==> src/rtl/cpu_types_pkg.sv <==
`default_nettype none
// ============================================================================
// Module   : cpu_types_pkg
// Purpose  : Shared CPU types for the instruction cache: word type, address
//            decode layout and frame layout at the default 16-frame geometry.
// Ports    : none (package)
// Revision : 1.0 - initial release
// ============================================================================
package cpu_types_pkg;

  localparam int WORD_W = 32;
  localparam int IIDX_W = 4;
  localparam int ITAG_W = WORD_W - IIDX_W - 2;

  typedef logic [WORD_W-1:0] word_t;

  // Instruction address decode: tag | index | byte offset
  typedef struct packed {
    logic [ITAG_W-1:0] tag;
    logic [IIDX_W-1:0] idx;
    logic [1:0]        bytoff;
  } icachef_t;

  // One direct-mapped frame
  typedef struct packed {
    logic              valid;
    logic [ITAG_W-1:0] tag;
    word_t             data;
  } icache_frame_t;

endpackage
`default_nettype wire

==> src/rtl/icache_dm.sv <==
`default_nettype none
// ============================================================================
// Module   : icache_dm
// Purpose  : Direct-mapped, one-word-per-frame instruction cache with a
//            two-state (IDLE/FETCH) miss handler.
// Ports    : CLK, RST         - clock, synchronous active-high reset
//            imemREN/imemaddr - datapath read request and byte address
//            ihit/imemload    - hit flag and instruction word (zero-cycle hit)
//            iREN/iaddr       - memory read request and word address
//            iwait/iload      - memory busy flag and returned data
// Revision : 1.0 - initial release
// ============================================================================
module icache_dm
  import cpu_types_pkg::*;
#(
  parameter int NSETS = 16
) (
  input  logic        CLK,
  input  logic        RST,
  input  logic        imemREN,
  input  logic [31:0] imemaddr,
  output logic        ihit,
  output logic [31:0] imemload,
  output logic        iREN,
  output logic [31:0] iaddr,
  input  logic        iwait,
  input  logic [31:0] iload
);

  localparam int IDX_W = $clog2(NSETS);
  localparam int TAG_W = 30 - IDX_W;

  typedef enum logic [0:0] {
    IDLE  = 1'b0,
    FETCH = 1'b1
  } state_t;

  state_t            state;
  state_t            next_state;

  logic [NSETS-1:0]  valid;
  logic [TAG_W-1:0]  tags  [NSETS];
  word_t             datas [NSETS];
  word_t             miss_addr;

  logic [IDX_W-1:0]  idx;
  logic [TAG_W-1:0]  tag;
  logic [IDX_W-1:0]  miss_idx;
  logic [TAG_W-1:0]  miss_tag;
  logic              lookup_hit;
  logic              fill;

  // Byte offsets carry no information for word fetches.
  logic unused_bits;
  assign unused_bits = ^{imemaddr[1:0], miss_addr[1:0]};

  assign idx      = imemaddr[IDX_W+1:2];
  assign tag      = imemaddr[31:IDX_W+2];
  assign miss_idx = miss_addr[IDX_W+1:2];
  assign miss_tag = miss_addr[31:IDX_W+2];

  assign lookup_hit = imemREN & valid[idx] & (tags[idx] == tag);
  assign fill       = (state == FETCH) & ~iwait;

  // State, valid bits and miss register
  always_ff @(posedge CLK) begin
    if (RST) begin
      state     <= IDLE;
      valid     <= '0;
      miss_addr <= '0;
    end else begin
      state <= next_state;
      if (state == IDLE && imemREN && !lookup_hit) begin
        miss_addr <= imemaddr;
      end
      if (fill) begin
        valid[miss_idx] <= 1'b1;
      end
    end
  end

  // Tag/data storage needs no reset; a fill in a reset cycle is discarded.
  always_ff @(posedge CLK) begin
    if (!RST && fill) begin
      tags[miss_idx]  <= miss_tag;
      datas[miss_idx] <= iload;
    end
  end

  // Next state and outputs. Outputs are forced quiet while RST is high so
  // that a reset arriving mid-fetch never presents a request or a hit.
  always_comb begin
    next_state = state;
    ihit       = 1'b0;
    iREN       = 1'b0;
    iaddr      = '0;
    imemload   = datas[idx];
    case (state)
      IDLE: begin
        ihit = lookup_hit & ~RST;
        if (imemREN && !lookup_hit) begin
          next_state = FETCH;
        end
      end
      FETCH: begin
        iREN  = ~RST;
        iaddr = RST ? 32'd0 : {miss_addr[31:2], 2'b00};
        if (!iwait) begin
          next_state = IDLE;
        end
      end
      default: next_state = IDLE;
    endcase
  end

endmodule
`default_nettype wire

==> config.mk <==
export PLATFORM = sky130hd
export DESIGN_NAME = icache_dm
export DESIGN_NICKNAME = d
export VERILOG_FILES = /design/src/rtl/cpu_types_pkg.sv /design/src/rtl/icache_dm.sv
export SDC_FILE = /design/constraint.sdc
export NUM_CORES = 1
export LEC_CHECK = 0
export ABC_AREA = 1
export BUFFER_PORTS_ARGS = -buffer_cell sky130_fd_sc_hd__buf_2
export CAP_MARGIN = 40
export CORE_MARGIN = 10
export CORE_UTILIZATION = 40
export DETAILED_ROUTE_END_ITERATION = 6
export PLACE_DENSITY_LB_ADDON = 0.25
export SYNTH_ARGS = -nofsm -noshare
export SYNTH_HDL_FRONTEND = slang
export SYNTH_SLANG_ARGS = --single-unit
==> constraint.sdc <==
create_clock -name CLK -period 4.8 [get_ports CLK]
set_clock_uncertainty 0.15 [all_clocks]
set_input_delay 0.72 -clock CLK [delete_from_list [all_inputs] [get_ports CLK]]
set_output_delay 0.72 -clock CLK [all_outputs]
set_load 0.02 [all_outputs]
## Word level (Yosys, flattened, before mapping)

Memory sizes are Yosys's and may differ from the RTL's.
Cells that the tools add are included.

| word-level totals | value |
|---|---|
| memories | 2 |
| bits in writable memories | 928 |
| logic and storage cells | 37 |
| bits of input ports | 68 |
| bits in registers | 49 |

Memory list:

| name | words | bits a word | rd ports | clocked after Yosys merged registers in | write ports | line | source |
|---|---|---|---|---|---|---|---|
| datas | 16 | 32 | 1 | 0 | 1 | icache_dm.sv:43 | `word_t datas [NSETS];` |
| tags | 16 | 26 | 1 | 0 | 1 | icache_dm.sv:42 | `logic [TAG_W-1:0] tags [NSETS];` |

| cells by class | value |
|---|---|
| bitwise logic cells | 8 |
| magnitude comparators | 3 |
| reductions and logical operators | 7 |
| equal/unequal tests | 1 |
| mux-type cells | 13 |

Operators with widths:

| kind | count |
|---|---|
| $mux 32 | 2 |
| $eq 26x26->1 | 1 |
| $or 16x16->16 | 1 |
| $lt 4x5->1 const B | 2 |
| $mux 1 | 8 |
| $logic_and 1x1->1 | 5 |
| $and 1x1->1 | 4 |
| $bmux 1 s4 | 1 |
| $demux 1 s4 | 1 |
| $ge 4x1->1 const B | 1 |
| $not 1->1 | 3 |
| $logic_not 1->1 | 2 |
| $pmux 1 s2 | 1 |

## Logic depth before layout (Yosys ltp)

Gate-level depths: netlist (run 1).

| logic depth | value |
|---|---|
| depth in word-level cells | 8 |
| depth in mapped cells | 22 |
| gate-level depth less buffers | 18 |

## Least setup slack after synthesis (run 1)

Ideal clock, no wire load.

| path | value |
|---|---|
| path kind | input to register |
| from | in RST |
| to | mem datas[13][0] in the netlist's numbering, enable pin |
| buffers on the path | 1 |
| arrival time | 4.594 ns |
| stages | 6 |
| library setup time | 0.474 ns |
| data required time | 4.176 ns |
| slack | -0.418 ns |
| path through | clkbuf_1 > nor2_1 > inv_1 > nor2_1 > nand3_1 > nor2_1 |

| between the ends | value |
|---|---|
| word-level cells in the longest chain between the ends | 4 |

Ends and longest elaborated chain:

| element | line | source |
|---|---|---|
| from (decl) | icache_dm.sv:19 | `input logic RST,` |
| $logic_not 1->1 | icache_dm.sv:84 | `if (!RST && fill) begin` |
| $logic_and 1x1->1 | icache_dm.sv:84 |  |
| $mux 1 | icache_dm.sv:84 |  |
| $mux 1 (implied by the code) | icache_dm.sv:86 | `datas[miss_idx] <= iload;` |
| to (decl) | icache_dm.sv:43 |  |

No other way between the ends.

## Worst setup path in the final report (run 1)

| path | value |
|---|---|
| from | in imemaddr[2] |
| to | out ihit |

| between the ends | value |
|---|---|
| word-level cells in the longest chain between the ends | 6 |
| elaborated cells on any way between the ends | 8 |
| those cells by class | eq/ne: 1; mux: 3; bitwise: 3; memory: 1 |

Ends and longest elaborated chain:

| element | line | source |
|---|---|---|
| from (decl) | icache_dm.sv:21 | `input logic [31:0] imemaddr,` |
| parallel branches: the longest is 3 deep, another holds $mem_v2 16x26 | n/a |  |
| $and 1x1->1 * | icache_dm.sv:62 | `assign lookup_hit = imemREN & valid[idx] & (tags[idx] == tag);` |
| $and 1x1->1 * | icache_dm.sv:100 | `ihit = lookup_hit & ~RST;` |
| $mux 1 * | icache_dm.sv:98 | `case (state)` |
| to (decl) | icache_dm.sv:22 | `output logic ihit,` |

Every way passes the cells marked *. The select of a mux whose other input is x is not followed.

==> results by group, run 1 <==
Status
  – Status: complete, no violations

GRT
  – Largest net degree at the start of global routing: between 100 and 150
  – Vias in the first global route: 24,800
  – Total congestion overflow: 0
  – Initial antenna violation count: 13
  – First-pass GRT wire length: 159 mm
  – Total GRT Usage: 0.187

Critical path
  – Crit-path leading delay family: simple AND/OR/NAND/NOR gates
  – Critical Path AT: ~3.6 ns
  – Cell-by-cell trace of the critical path: buf_8 > inv_8 > buf_4 > nor2_1 > nor2_1 > o21ai_1 > o211ai_1 > nand3_1 > nand3_1 > nand4_1 > or2_2 > nor2_1 > nand2_1 > nor3_1 > buf_2
  – Worst Path Class, Setup: input port to output pin
  – R2r endpoint: tags[14][13]$_DFFE_PP_
  – R2r worst-path depth: 7
  – CP required: 3.93 ns
  – Critical Path Fanout Max: 56
  – Type of origin of the critical path: input port
  – Top cell by count, worst path: nor2_1
  – R2R Setup Slk: 1.78 ns
  – Launching point of the worst reg2reg path: state$_SDFF_PP0_
  – Max stage delay on crit path: 0.35 ns
  – Setup crit end kind: output pin
  – Worst Path Buf+Inv: 4
  – Slowest-stage cell, CP: nor3_1

Cells and area
  – Layout area overhead: 14.4%
  – Core Util, Final: 0.461
  – Area of the multi-input gates: 9220 µm²
  – Share of layout cells above drive strength 1: 0.109
  – Nets: approximately 3,500
  – FF/Latch Area: about 29,000 µm²
  – Fillers: 8,883

Logic synthesis
  – Top_reg_cell synth: edfxtp_1
  – Mapped cell area: a little under 40,000 µm²
  – Post-synth top area share: 0.704
  – Synthesis-stage register bit count: 975
  – Syn Inst Count: about 3,400
  – Mean Syn Cell Area: 11.8 µm²
  – Synth area leaders: edfxtp_1, nand2_1, nor2_1
  – Seq/Total Area, Yosys: 0.727
  – Synth area leader: edfxtp_1
  – EDFF count, synth: 928
  – Yosys warning total: 0
  – Post-synthesis async set-or-reset flop share: 0
  – Distinct cell type count after synthesis: 26
  – Most numerous cell in the Yosys netlist: edfxtp_1
  – Post-synth top cells: edfxtp_1, nand2_1, nor2_1

Clocking
  – Post-CTS Hold Fix Bufs: 0
  – CTS Root Cell: clkbuf_16
  – CTS tree: yes
  – Clock sinks: approximately 1,000
  – H-tree Lvls: 3
  – Post-CTS Setup Bufs: 0
  – Worst skew pair latency: 0.67 ns
  – Clock slew at reported path FFs: 0.06 ns
  – Resize count post-CTS: 0
  – Clk buf depth: 3
  – CTS buffer count: 97

Routing
  – DRC: 0
  – Via count: about 26,000
  – Routed WL: 107 mm
  – Vias/cell: 5.36
  – Routed length per instance: 22.1 µm
  – Drt first-iter violations: 2,536
  – 1st-pass router iterations: 6
  – Antenna viol nets, final: 0

Die
  – Row count: 115
  – Die area: 112,000 µm²
  – Io pins: 134
  – Die Y: 335 µm
  – Initial Util: 0.403
  – Chip width: 335 µm
  – Core Footprint: between 90,000 and 100,000 µm²

STA
  – Max Slew Vio Count: 0
  – Fin. Hold Viols: 0
  – Final period utilization: 0.921
  – Relative slew slack: 0.408
  – Slew of the pin with the lowest slew margin: 0.888 ns
  – Final TNS setup: 0 ns
  – Final setup viols: 0
  – RSZ-0062 raised after global routing: no
  – Fmax: 226 MHz
  – Fin crit period: 4.42 ns

Power
  – Lkg Pwr: 16.3 nW
  – Power density over the cells: roughly 400 nW/µm²
  – Max rail drop VDD: 436 µV

Flow run
  – Max cap viols: 0

Min path
  – Hold path startpoint: iwait
  – Worst hold path type: input port to flip-flop
  – Hold Path Stages: 3
  – WHS Endpoint: state$_SDFF_PP0_

Place
  – Hpwl dp: 56.2 mm
  – GP Congestion: 0.833
  – IO Port Bufs: 129
-- sequential cells by signal, indices dropped and copies added (netlist names) --
name and count:
miss_addr 30, tags 416, datas 512, valid 16
state 1
-- logic make-up (layout without fill, tap and decap cells) --
kind of cell	after synthesis	count (layout)	synth area share
AOI/OAI and AO/OA	577	577	0.0869
buffers and inverters	415	599	0.0433
DFF	975	975	0.727
other	1	5	0.0000947
and+or+nand+nor	1392	1392	0.142
-- cell type report --
type / count / share of cell area
clock inverter: 52 / 0.0102
tap: 1287 / 0.0355
timing repair buffer: 223 / 0.0394
sequential: 975 / 0.636
multi-input combinational: 1971 / 0.203
inverter: 195 / 0.0166
antenna: 3 / 0.000166
clock buffer: 129 / 0.0590
-- routing by layer --
metal / global-route usage / share of wire / vias up
met5: 0 / 0.00086 / -
met4: 0.0503 / 0.023 / 18
met3: 0.0290 / 0.057 / 187
met2: 0.307 / 0.47 / 780
met1: 0.257 / 0.44 / 12800
li1: - / - / 12200
-- worst max-delay path by stage --
stage,startpoint,endpoint,slack (ns),cells past startpoint
after detailed placement,imemaddr[2],ihit,0.55,15
after global placement,imemaddr[2],ihit,0.52,15
after global routing,imemaddr[2],ihit,0.27,15
after CTS,imemaddr[2],ihit,0.54,15
after floorplan,RST,datas[13][0]$_DFFE_PP_,-0.42,6
final,imemaddr[2],ihit,0.38,15
-- through the flow --
stage	power [mW]	setup slack [ns]	std cells	instance area [µm²]	hold WS [ns]
after floorplan	10.3	-0.418	3361	39600	0.273
after global routing	18.7	0.266	4832	45300	0.224
after global placement	10.8	0.522	4648	42100	0.286
after detailed placement	10.8	0.545	4651	42200	0.295
after CTS	18.2	0.540	4832	45300	0.182
final	18.1	0.378	4835	45300	0.222
-- power breakdown --
part,internal [mW],switching (mW),total (mW),leakage (nW)
logic,0.325,0.796,1.12,5.83
clock network,4.29,3.19,7.48,1.54
registers,9.39,0.0989,9.49,8.88
-- tightest hold or removal path: cells and delay by family --
family	cells	cell delay (ns)
compound gates	1	0.13
buf+inv	2	0.15
-- layout by cell type, fill, tap and decap left out, types with 20 or more instances in the layout --
cell         n
buf_12      31
a21oi_1     41
nand2_1    607
buf_4       63
clkinv_2    21
o211ai_1    58
nor2_1     449
edfxtp_1   928
o22ai_1     43
o221ai_1    94
clkinv_1    20
inv_1      188
clkbuf_16  100
nand3_1    306
o21ai_0    332
clkbuf_1    23
dfxtp_1     47
buf_2      125
Note: power is estimated with default switching activity, not from simulation.
==> run 2, diff against run 1 <==
--- a/config.mk
+++ b/config.mk
@@ -10,6 +10,7 @@
 export CAP_MARGIN = 40
 export CORE_MARGIN = 10
 export CORE_UTILIZATION = 40
+export CTS_BUF_LIST = sky130_fd_sc_hd__clkbuf_4 sky130_fd_sc_hd__clkbuf_8
 export DETAILED_ROUTE_END_ITERATION = 6
 export PLACE_DENSITY_LB_ADDON = 0.25
 export SYNTH_ARGS = -nofsm -noshare
==> run 2 against run 1 <==
Sequential share of layout area is 0.13 points higher. Cell count is 2.0% higher. Utilization is 0.092 points lower. Register-to-register slack hardly changed. Global-route usage is 0.21 points higher. Routed wire length is 0.69% higher. Non-clock buffer count is 1 higher. Combinational power hardly changed. Worst hold slack worse by 0.10 ns. Clock power is 7.1% lower. Design area is 0.20% lower. Largest power group unchanged.
==> results by group, run 2 (synthesis gave the netlist of run 1 again) <==
Cells and area
  – Biggest regs: datas x512, tags x416, miss_addr x30
  – Max reg flops: ~510
  – Largest reg by FF count: datas
  – Core Util, Final: 0.460
  – Nets: between 3,000 and 4,000
  – Final Non-Filler Cells: 4,933
  – Leading cell types in the layout, fill and taps excluded: edfxtp_1, nand2_1, nor2_1, o21ai_0, nand3_1
  – Most common cell after layout, fill and taps aside: edfxtp_1
  – Layout area overhead: 14.2%
  – Share of layout cells above drive strength 1: 0.138

Clocking
  – CTS Root Cell: clkbuf_8
  – Clock sinks: between 900 and 1,000
  – CTS tree: yes
  – Post-CTS Hold Fix Bufs: 1
  – Clk buf depth: 3
  – CTS buffer count: 156
  – Clock slew at reported path FFs: 0.06 ns
  – Worst skew pair latency: 0.81 ns
  – Post-CTS Setup Bufs: 0
  – Resize count post-CTS: 0
  – H-tree Lvls: 4

Routing
  – Met2 WL: ~51 mm
  – Metal3 WL: between 6 and 7 mm
  – Antenna viol nets, final: 0
  – Via count: 26,300
  – Wl on met1: approximately 48 mm
  – Vias/cell: 5.32
  – DR top layer: met5
  – Routed WL: 108 mm
  – Drt first-iter violations: 2,453
  – DRC: 0
  – 1st-pass router iterations: 6
  – Routed length per instance: 21.8 µm

STA
  – Fin crit period: 4.37 ns
  – Max Slew Vio Count: 0
  – Slew of the pin with the lowest slew margin: 0.865 ns
  – Relative slew slack: 0.423
  – Final period utilization: 0.911
  – Fin. Hold Viols: 0
  – Final setup viols: 0
  – Fmax: 229 MHz
  – RSZ-0062 raised after global routing: no

Die
  – Core Footprint: 98,300 µm²
  – Initial Util: 0.403
  – Die area: 112,000 µm²
  – Die Y: 335 µm
  – Chip width: 335 µm
  – Io pins: 134
  – Row count: 115

Power
  – Overall power: 17.6 mW
  – Max rail drop VDD: 270 µV
  – Power density over the cells: between 300 and 400 nW/µm²
  – Lkg Pwr: 16.3 nW

Place
  – IO Port Bufs: 129
  – Inst Count DP: roughly 4,700
  – Hpwl dp: 56.2 mm
  – GP Congestion: 0.833

GRT
  – Vias in the first global route: approximately 25,000
  – First-pass GRT wire length: approximately 160 mm
  – Largest net degree at the start of global routing: 137
  – Total congestion overflow: 0
  – Total GRT Usage: 0.189
  – Initial antenna violation count: 14

Critical path
  – Critical Path AT: 3.50 ns
  – Slowest-stage cell, CP: nor3_1
  – Worst Path Class, Setup: input port to output pin
  – CP required: 3.93 ns
  – Type of origin of the critical path: input port
  – Setup crit end kind: output pin
  – Worst Path Buf+Inv: 4
  – Cell-by-cell trace of the critical path: buf_8 > inv_8 > buf_4 > nor2_1 > nor2_1 > o21ai_1 > o211ai_1 > nand3_1 > nand3_1 > nand4_1 > or2_2 > nor2_1 > nand2_1 > nor3_1 > buf_2
  – Max stage delay on crit path: 0.35 ns
  – Critical Path Fanout Max: 56
  – Crit-path leading delay family: simple AND/OR/NAND/NOR gates
  – Top cell by count, worst path: nor2_1

Status
  – Status: complete, no violations

Min path
  – Worst hold path type: input port to flip-flop

Flow run
  – Max cap viols: 0
## run 2: cell types whose count changed in the layout (fill, tap and decap cells not counted)
cell,delta
bufinv_16,-6
clkbuf_8,+158
inv_6,+5
clkinvlp_4,+3
inv_16,-1
inv_8,+2
clkbuf_1,-23
clkinv_8,-2
clkbuf_16,-100
clkbuf_4,+64
clkinv_1,+6
dlygate4sd3_1,+1
clkinv_2,-9
## run 2: final timing paths
path	startpoint	slack [ns]	cells past startpoint	endpoint
hold reg to reg	valid[8]$_SDFFE_PP0P_	0.30	2	valid[8]$_SDFFE_PP0P_
setup reg to reg	state$_SDFF_PP0_	1.78	7	tags[14][7]$_DFFE_PP_
setup / recovery	imemaddr[2]	0.43	15	ihit
hold / removal	iload[17]	0.12	1	datas[1][17]$_DFFE_PP_
## run 2: cell type report
class                           instances  area, µm²
Clock buffer                          228       2740
Tap cell                             1287       1610
Timing Repair Buffer                  224       1790
Sequential cell                       975      28800
Antenna cell                            3       7.51
Inverter                              195        752
Clock inverter                         50        297
Fill cell                            8950      53100
Multi-Input combinational cell       1971       9220
## run 2: power by group
| group | leakage (nW) | total, mW | internal, mW | switching [mW] |
|---|---|---|---|---|
| clock | 1.62 | 6.95 | 3.72 | 3.23 |
| combinational | 5.83 | 1.12 | 0.325 | 0.794 |
| sequential | 8.88 | 9.49 | 9.39 | 0.0997 |
## run 2: stage by stage
step	cell area [µm²]	setup TNS (ns)	hold slack (ns)	setup WS [ns]
floorplan	39600	-190.30	0.273	-0.418
global placement	42100	0	0.286	0.522
global route	45200	0	0.107	0.266
detailed placement	42200	0	0.295	0.545
CTS	45200	0	0.0450	0.540
finish	45200	0	0.122	0.429
## run 2: per-layer routing
metal	GRT usage	vias up
met3	0.0327	197
met1	0.257	12900
met4	0.0613	18
met5	0	-
met2	0.307	865
li1	-	12300
